--- src/rtl/sp_ram_master_if.sv ---
// Request/response handshake bundle between a requester and sp_ram_master.
// Signal names keep the _i/_o suffixes as seen from sp_ram_master.
interface sp_ram_master_if #(
    parameter int unsigned ADDR_WIDTH = 8,
    parameter int unsigned DATA_WIDTH = 32
);
    localparam int unsigned BE_WIDTH = DATA_WIDTH / 8;

    logic                  req_valid_i;
    logic                  req_ready_o;
    logic                  req_we_i;
    logic [ADDR_WIDTH-1:0] req_addr_i;
    logic [DATA_WIDTH-1:0] req_wdata_i;
    logic [BE_WIDTH-1:0]   req_be_i;

    logic                  rsp_valid_o;
    logic                  rsp_ready_i;
    logic [DATA_WIDTH-1:0] rsp_rdata_o;

    // Requester side (core / interconnect adapter)
    modport master (
        output req_valid_i, req_we_i, req_addr_i, req_wdata_i, req_be_i, rsp_ready_i,
        input  req_ready_o, rsp_valid_o, rsp_rdata_o
    );

    // sp_ram_master side
    modport slave (
        input  req_valid_i, req_we_i, req_addr_i, req_wdata_i, req_be_i, rsp_ready_i,
        output req_ready_o, rsp_valid_o, rsp_rdata_o
    );
endinterface

--- src/rtl/sp_ram_master.sv ---
// sp_ram_master: valid/ready initiator for a single-port RAM with a small
// credit-protected response FIFO for read data.
// Optional feature macro: SP_RAM_MASTER_WACK_EN (write acknowledge responses).
module sp_ram_master #(
    parameter int unsigned ADDR_WIDTH = 8,
    parameter int unsigned DATA_WIDTH = 32,
    parameter int unsigned RSP_DEPTH  = 2
) (
    input  logic                    clk,
    input  logic                    rst,
    sp_ram_master_if.slave          bus,
    output logic                    ram_en_o,
    output logic                    ram_we_o,
    output logic [ADDR_WIDTH-1:0]   ram_addr_o,
    output logic [DATA_WIDTH-1:0]   ram_wdata_o,
    output logic [DATA_WIDTH/8-1:0] ram_be_o,
    input  logic [DATA_WIDTH-1:0]   ram_rdata_i
);
    localparam int unsigned BE_WIDTH = DATA_WIDTH / 8;
    localparam int unsigned PW       = $clog2(RSP_DEPTH);
    localparam int unsigned CW       = PW + 1;

    logic [CW-1:0]         wr_ptr_q, wr_ptr_d;
    logic [CW-1:0]         rd_ptr_q, rd_ptr_d;
    logic [DATA_WIDTH-1:0] mem_q [RSP_DEPTH];
    logic [DATA_WIDTH-1:0] mem_d [RSP_DEPTH];
    logic                  rd_pend_q, rd_pend_d;
    logic                  wack_pend_q;
`ifdef SP_RAM_MASTER_WACK_EN
    logic                  wack_pend_d;
`endif

    logic [CW-1:0]         occ;
    logic [CW-1:0]         credit;
    logic                  push;
    logic                  pop;
    logic                  accept;
    logic                  needs_rsp;
    logic [DATA_WIDTH-1:0] push_data;

    // FIFO status, credit and request acceptance
    always_comb begin
        occ    = wr_ptr_q - rd_ptr_q;
        pop    = bus.rsp_valid_o && bus.rsp_ready_i;
        credit = occ + CW'(rd_pend_q) + CW'(wack_pend_q) - CW'(pop);
`ifdef SP_RAM_MASTER_WACK_EN
        needs_rsp = 1'b1;
`else
        needs_rsp = !bus.req_we_i;
`endif
        bus.req_ready_o = rst || !needs_rsp || (credit < CW'(RSP_DEPTH));
        accept          = bus.req_valid_i && bus.req_ready_o && !rst;
    end

    // Combinational issue onto the RAM pins; byte enables only matter for writes
    always_comb begin
        ram_en_o    = accept;
        ram_we_o    = bus.req_we_i;
        ram_addr_o  = bus.req_addr_i;
        ram_wdata_o = bus.req_wdata_i;
        ram_be_o    = bus.req_we_i ? bus.req_be_i : BE_WIDTH'(0);
    end

    // Response FIFO head
    always_comb begin
        bus.rsp_valid_o = (occ != CW'(0));
        bus.rsp_rdata_o = mem_q[rd_ptr_q[PW-1:0]];
    end

    // Next state: pending flags, FIFO push/pop; RAM data sampled only when a read is pending
    always_comb begin
        rd_pend_d = accept && !bus.req_we_i;
`ifdef SP_RAM_MASTER_WACK_EN
        wack_pend_d = accept && bus.req_we_i;
`endif
        push      = rd_pend_q || wack_pend_q;
        push_data = rd_pend_q ? ram_rdata_i : DATA_WIDTH'(0);
        wr_ptr_d  = wr_ptr_q;
        rd_ptr_d  = rd_ptr_q;
        mem_d     = mem_q;
        if (push) begin
            mem_d[wr_ptr_q[PW-1:0]] = push_data;
            wr_ptr_d                = wr_ptr_q + CW'(1);
        end
        if (pop) begin
            rd_ptr_d = rd_ptr_q + CW'(1);
        end
    end

    // State registers; reset drops any read in flight
    always_ff @(posedge clk) begin
        if (rst) begin
            wr_ptr_q  <= '0;
            rd_ptr_q  <= '0;
            rd_pend_q <= 1'b0;
            for (int i = 0; i < int'(RSP_DEPTH); i++) begin
                mem_q[i] <= '0;
            end
        end else begin
            wr_ptr_q  <= wr_ptr_d;
            rd_ptr_q  <= rd_ptr_d;
            rd_pend_q <= rd_pend_d;
            mem_q     <= mem_d;
        end
    end

`ifdef SP_RAM_MASTER_WACK_EN
    // Write-ack pending flag
    always_ff @(posedge clk) begin
        if (rst) begin
            wack_pend_q <= 1'b0;
        end else begin
            wack_pend_q <= wack_pend_d;
        end
    end
`else
    assign wack_pend_q = 1'b0;
`endif

`ifndef SYNTHESIS
    // Credit scheme must make overflow unreachable
    a_no_overflow: assert property (@(posedge clk) disable iff (rst)
        !(push && !pop && (occ == CW'(RSP_DEPTH))));
    a_occ_bound: assert property (@(posedge clk) disable iff (rst)
        occ <= CW'(RSP_DEPTH));
`endif
endmodule

--- src/flat_wrapper.sv ---
// flat-port wrapper written by rule: the top's interface ports become plain ports
module sp_ram_master_flat 
#(
    parameter int unsigned ADDR_WIDTH = 8,
    parameter int unsigned DATA_WIDTH = 32,
    parameter int unsigned RSP_DEPTH  = 2
)
  (clk, rst, ram_en_o, ram_we_o, ram_addr_o, ram_wdata_o, ram_be_o, ram_rdata_i, bus_req_valid_i, bus_req_we_i, bus_req_addr_i, bus_req_wdata_i, bus_req_be_i, bus_rsp_ready_i, bus_req_ready_o, bus_rsp_valid_o, bus_rsp_rdata_o);
  sp_ram_master_if #(.ADDR_WIDTH(ADDR_WIDTH), .DATA_WIDTH(DATA_WIDTH)) bus_i ();
  input  logic clk;
  input  logic rst;
  output logic ram_en_o;
  output logic ram_we_o;
  output logic [ADDR_WIDTH-1:0] ram_addr_o;
  output logic [DATA_WIDTH-1:0] ram_wdata_o;
  output logic [DATA_WIDTH/8-1:0] ram_be_o;
  input  logic [DATA_WIDTH-1:0] ram_rdata_i;
  input wire logic [$bits(bus_i.req_valid_i)-1:0] bus_req_valid_i;
  input wire logic [$bits(bus_i.req_we_i)-1:0] bus_req_we_i;
  input wire logic [$bits(bus_i.req_addr_i)-1:0] bus_req_addr_i;
  input wire logic [$bits(bus_i.req_wdata_i)-1:0] bus_req_wdata_i;
  input wire logic [$bits(bus_i.req_be_i)-1:0] bus_req_be_i;
  input wire logic [$bits(bus_i.rsp_ready_i)-1:0] bus_rsp_ready_i;
  output wire logic [$bits(bus_i.req_ready_o)-1:0] bus_req_ready_o;
  output wire logic [$bits(bus_i.rsp_valid_o)-1:0] bus_rsp_valid_o;
  output wire logic [$bits(bus_i.rsp_rdata_o)-1:0] bus_rsp_rdata_o;
  assign bus_i.req_valid_i = bus_req_valid_i;
  assign bus_i.req_we_i = bus_req_we_i;
  assign bus_i.req_addr_i = bus_req_addr_i;
  assign bus_i.req_wdata_i = bus_req_wdata_i;
  assign bus_i.req_be_i = bus_req_be_i;
  assign bus_i.rsp_ready_i = bus_rsp_ready_i;
  assign bus_req_ready_o = bus_i.req_ready_o;
  assign bus_rsp_valid_o = bus_i.rsp_valid_o;
  assign bus_rsp_rdata_o = bus_i.rsp_rdata_o;
  sp_ram_master #(.ADDR_WIDTH(ADDR_WIDTH), .DATA_WIDTH(DATA_WIDTH), .RSP_DEPTH(RSP_DEPTH)) u_core (.clk(clk), .rst(rst), .bus(bus_i), .ram_en_o(ram_en_o), .ram_we_o(ram_we_o), .ram_addr_o(ram_addr_o), .ram_wdata_o(ram_wdata_o), .ram_be_o(ram_be_o), .ram_rdata_i(ram_rdata_i));
endmodule
--- config.mk ---
export PLATFORM = sky130hd
export DESIGN_NAME = sp_ram_master_flat
export DESIGN_NICKNAME = d
export VERILOG_FILES = /design/src/rtl/sp_ram_master_if.sv /design/src/rtl/sp_ram_master.sv /design/src/flat_wrapper.sv
export SDC_FILE = /design/constraint.sdc
export NUM_CORES = 1
export LEC_CHECK = 0
export CAP_MARGIN = 20
export CORE_MARGIN = 5
export CORE_UTILIZATION = 40
export DETAILED_ROUTE_END_ITERATION = 10
export PLACE_DENSITY_LB_ADDON = 0.12
export SLEW_MARGIN = 25
export SYNTH_ARGS = -nofsm -noshare
export SYNTH_HDL_FRONTEND = slang
export SYNTH_SLANG_ARGS = --single-unit
export TNS_END_PERCENT = 10
--- constraint.sdc ---
create_clock -name clk -period 3.5 [get_ports clk]
set_clock_uncertainty 0.15 [all_clocks]
set_input_delay 1.05 -clock clk [delete_from_list [all_inputs] [get_ports clk]]
set_output_delay 1.05 -clock clk [all_outputs]
set_load 0.01 [all_outputs]
# Yosys cells after proc, flatten, opt, wreduce, memory -nomap -nowiden
# Index checks and enable logic that the tools add are counted.
# word_totals
register_bits	69
input_bits	81
out_inout_bits	80
elab_cells	34
# op_classes
n_addsub	5
order_cmp	4
n_mux	8
bitwise	2
reduce_logical	10
# ops
operator	n
32-bit 2-to-1 mux	5
64-bit bitwise mux	1
32-bit demux with 1-bit select	1
1-bit logical AND	5
2-bit by 1-bit adder with 2-bit output (second input constant)	2
2-bit greater-or-equal comparator (second input constant)	2
4-bit 2-to-1 mux	1
1-bit NOT with 2-bit output	2
2-bit by 1-bit adder with 2-bit output	1
1-bit logical NOT	2
1-bit logical OR	2
2-bit by 1-bit < comparator with 1-bit output (second input constant)	1
2-bit < comparator (second input constant)	1
2-bit nonzero test	1
2-bit by 1-bit subtractor with 2-bit output	1
2-bit subtractor	1

# Logic depth before layout (Yosys ltp)
# logic_depth
ltp_word	9
mapped_depth	8
ltp_nobuf	8

# Worst setup path before layout
# No wires, ideal clock.
# synth_timing
path_type	in2out
from	in bus_rsp_ready_i
to	out ram_en_o
arrival_ns	2.221
t_required_ns	2.300
path_slack_ns	0.079
path_stages	6
path_buffers	0
cell_sequence	a21boi_2 > ha_1 > and2b_2 > xnor3_1 > nor2_1 > nor3b_2
# synth_between
elab_chain_len	6
# synth_lines
element	line_no	source
start: declaration	flat_wrapper.sv:23	input wire logic [$bits(bus_i.rsp_ready_i)-1:0] bus_rsp_ready_i;
1-bit logical AND	sp_ram_master.sv:44	pop = bus.rsp_valid_o && bus.rsp_ready_i;
2-bit by 1-bit subtractor with 2-bit output	sp_ram_master.sv:45	credit = occ + CW'(rd_pend_q) + CW'(wack_pend_q) - CW'(pop);
2-bit < comparator	sp_ram_master.sv:51	bus.req_ready_o = rst || !needs_rsp || (credit < CW'(RSP_DEPTH));
1-bit logical OR	sp_ram_master.sv:51	
1-bit logical AND (2 in a row)	sp_ram_master.sv:52	accept = bus.req_valid_i && bus.req_ready_o && !rst;
end: declaration	flat_wrapper.sv:12	output logic ram_en_o;
# Every way passes these cells.

# Worst setup path in the final report
# layout_timing
from	in bus_rsp_ready_i
to	out ram_en_o
# layout_between
elab_chain_len	6
# layout_lines
element	line_no	source
1-bit logical AND	sp_ram_master.sv:44	
net u_core.pop	sp_ram_master.sv:36	logic pop;
2-bit by 1-bit subtractor with 2-bit output	sp_ram_master.sv:45	
2-bit < comparator	sp_ram_master.sv:51	
1-bit logical OR	sp_ram_master.sv:51	
1-bit logical AND (2 in a row)	sp_ram_master.sv:52	
# The timed path passes the listed nets, and every way through them passes these cells.

==> results.json <==
{
  "status": "complete, but fails checks",
  "violations": "negative setup slack",
  "grt_use_total": 0.154,
  "numPortBuffers": 80,
  "area_delta_synth_final_pct": 25.2,
  "syn_area_um2": 3210,
  "synth_nets": 475,
  "crit_arrival_ns": 2.32,
  "firstDrtPassIters": 4,
  "max_cap_violations": 0,
  "grt_max_degree": 69,
  "drt_wl_total_mm": 7.43,
  "grt_pass1_wl_mm": 12.3,
  "nNetsFinal": 510,
  "drv_slew": 0,
  "crit_type": "primary input to output port",
  "period_minus_slack_ns": 3.52,
  "drtIter0Drc": 80,
  "synth-adder-area-share": 0.00779,
  "fin_ws_ns": -0.0240,
  "cts-buffers-inserted": 9,
  "synth_compound_area_frac": 0.106,
  "cts.clk_slew.worst_paths_ns": 0.06,
  "crit_family": "simple AND/OR/NAND/NOR gates",
  "synth_edf_count": 0,
  "initial_utilization": 0.413,
  "cts_tree": "built",
  "grt_util_met1": 0.192,
  "grt.overflow.total": 0,
  "synth_top_area_frac": 0.430,
  "required_ns": 2.30,
  "ys_seq_area_frac": 0.430,
  "final_core_util": 0.518,
  "synthSimpleGateAreaFrac": 0.184,
  "clock_sinks": 69,
  "finalCritPeriodShare": 1.01,
  "via_count": 2539,
  "synth_area_leaders": "dfxtp_1 43%, nand2_1 15%, mux2_2 11%, a21oi_1 10%, buf_4 9.6%",
  "synth.area.mux_share": 0.112,
  "design.core.area_um2": 7770,
  "p_leak_uw": 0.00144,
  "postCtsHoldBufs": 0,
  "rows": 32,
  "viasPerCell": 4.76,
  "htreeDepth": 3,
  "synth.most_common_cell": "nand2_1",
  "power_density_nw_per_um2": 464,
  "synthTopCellsByCount": "132 x nand2_1, 69 x dfxtp_1, 66 x a21oi_1",
  "critPathCaptureType": "output port",
  "die_h_um": 99.6,
  "synthCells": 392,
  "cpPeakStageDelay_ns": 0.27,
  "cp_slowest_cell": "ha_4",
  "yosysWarnings": 0,
  "yosysTopAreaCell": "dfxtp_1",
  "place_congestion": 0.683,
  "drive_gt1_frac": 0.165,
  "antenna_found_initial": 0,
  "finalPower_uw": 1860,
  "antenna_cells": 0,
  "routedWlPerCell_um": 13.9,
  "global_route.usage.met2": 0.251,
  "path_cells": "buf_6 > a21boi_4 > ha_4 > and2b_2 > xnor3_1 > nor2_2 > nor3b_2 > buf_2",
  "rsz0062_at_grt": "true",
  "drc_errors": 0,
  "hold_class": "flip-flop to flip-flop",
  "hold_viol_final": 0,
  "ir_drop_uv": 328,
  "finalSetupViolCount": 1,
  "synthArstFlopShare": 0,
  "grt_pass1_vias": 2557,
  "synth-xor-area-share": 0.0230,
  "relSlewSlack": 0.526,
  "grt_use_met3": 0.0484,
  "ios": 161,
  "synth.avg_cell_area_um2": 8.19,
  "dp_hpwl_mm": 4.69,
  "synth_ff_type": "dfxtp_1",
  "dieArea_um2": 9920,
  "root_buffer": "clkbuf_8",
  "antenna_left": 0,
  "startpoint_type": "primary input",
  "clock_path_buffers": 2,
  "n_fill_cell": 758,
  "synth_top_family_by_area": "simple AND/OR/NAND/NOR gates",
  "die_w_um": 99.6,
  "crit_buf_inv": 2,
  "cp_max_fo": 3,
  "ys_seq_elements": 69,
  "worstMarginPinSlew_ns": 0.710,
  "fmax_ghz": 0.284,
  "grt_busiest_layer": "met2",
  "clock_latency_ns": 0.33,
  "synthDistinctLibCells": 23
}
## flip-flops by register name (all words and copies together) (netlist names)
register and count:
u_core.mem_q 64, u_core.rd_ptr_q 2, u_core.wr_ptr_q 2, u_core.push 1
## routing by layer
layer,vias up,share of wire
met5,-,0
met4,0,0.0093
met3,11,0.058
met2,74,0.48
met1,1164,0.45
li1,1290,-
## cell families after synthesis
group / after synthesis
AOI/OAI and AO/OA: 67
and+or+nand+nor: 148
muxes: 32
xor gates and xnor gates: 6
buffers and inverters: 68
adders and majority gates: 2
DFF: 69
## final timing paths
| kind | startpoint | to | slack (ns) | depth (start not counted) |
|---|---|---|---|---|
| worst max register to register | u_core.wr_ptr_q[0]$_SDFFE_PP0P_ | u_core.push$_SDFF_PP0_ | 1.47 | 7 |
| worst max-delay path | bus_rsp_ready_i | ram_en_o | -0.02 | 8 |
| worst min-delay path | u_core.mem_q[59]$_SDFFE_PP0P_ | u_core.mem_q[59]$_SDFFE_PP0P_ | 0.30 | 2 |
| worst min register to register | u_core.mem_q[59]$_SDFFE_PP0P_ | u_core.mem_q[59]$_SDFFE_PP0P_ | 0.30 | 2 |
## layout make-up
cell class / instances / area (um^2) / share of cell area
inverter: 1 / 3.75 / 0.000934
clock buffer: 11 / 141 / 0.0352
timing repair buffer: 91 / 865 / 0.215
sequential: 69 / 1380 / 0.344
multi-input combinational: 255 / 1430 / 0.355
tap: 102 / 128 / 0.0317
clock inverter: 4 / 72.6 / 0.0181
## metrics by stage
stage,instances,setup WS [ns],instance area [um^2],hold WS (ns),TNS [ns]
floorplan,392,0.0793,3210,0.281,0
global placement,517,-0.868,3780,0.289,-1.77
CTS,533,-0.0424,4020,0.307,-0.0424
global route,533,-0.0855,4020,0.319,-0.106
detailed placement,517,-0.877,3780,0.297,-1.79
finish,533,-0.0240,4020,0.302,-0.0240
## worst min-delay path, stage by stage (launching register included)
cell	delay, ns
dfxtp_1	0.31
nand2_1	0.05
a21oi_1	0.05
## power by group
part           internal (uW)  switching (uW)  total (uW)
registers                813            14.1         827
clock network            416             284         700
logic                    182             155         337
total                   1410             453        1860
## cell usage in the layout (no fill, tap or decap)
master	Yosys	final
dfxtp_1	69	68
xnor3_1	1	1
clkbuf_8	1	10
buf_4	41	11
bufinv_16	0	2
dfxtp_2	0	1
clkinvlp_4	0	1
and2b_2	1	1
nor2b_2	0	1
a21oi_1	66	66
clkdlybuf4s50_1	0	72
mux2_2	32	32
and3_1	1	1
ha_2	0	1
inv_1	1	1
a21boi_4	0	1
buf_6	1	1
clkinv_2	0	1
buf_2	9	3
nor3b_2	1	1
nor2_2	0	1
nand2b_1	2	2
ha_4	0	1
dlygate4sd2_1	0	4
xnor2_2	1	2
clkbuf_1	12	1
and2_1	5	5
xnor2_1	4	3
nand2_1	132	132
nor2_1	5	4
## repair_timing
action                     CTS  global route
pin swaps                    4             3
buffers inserted             1             0
setup endpoints to repair    6             2
gates resized for setup     20             2
No activity file was read; power rests on OpenSTA's default activity.
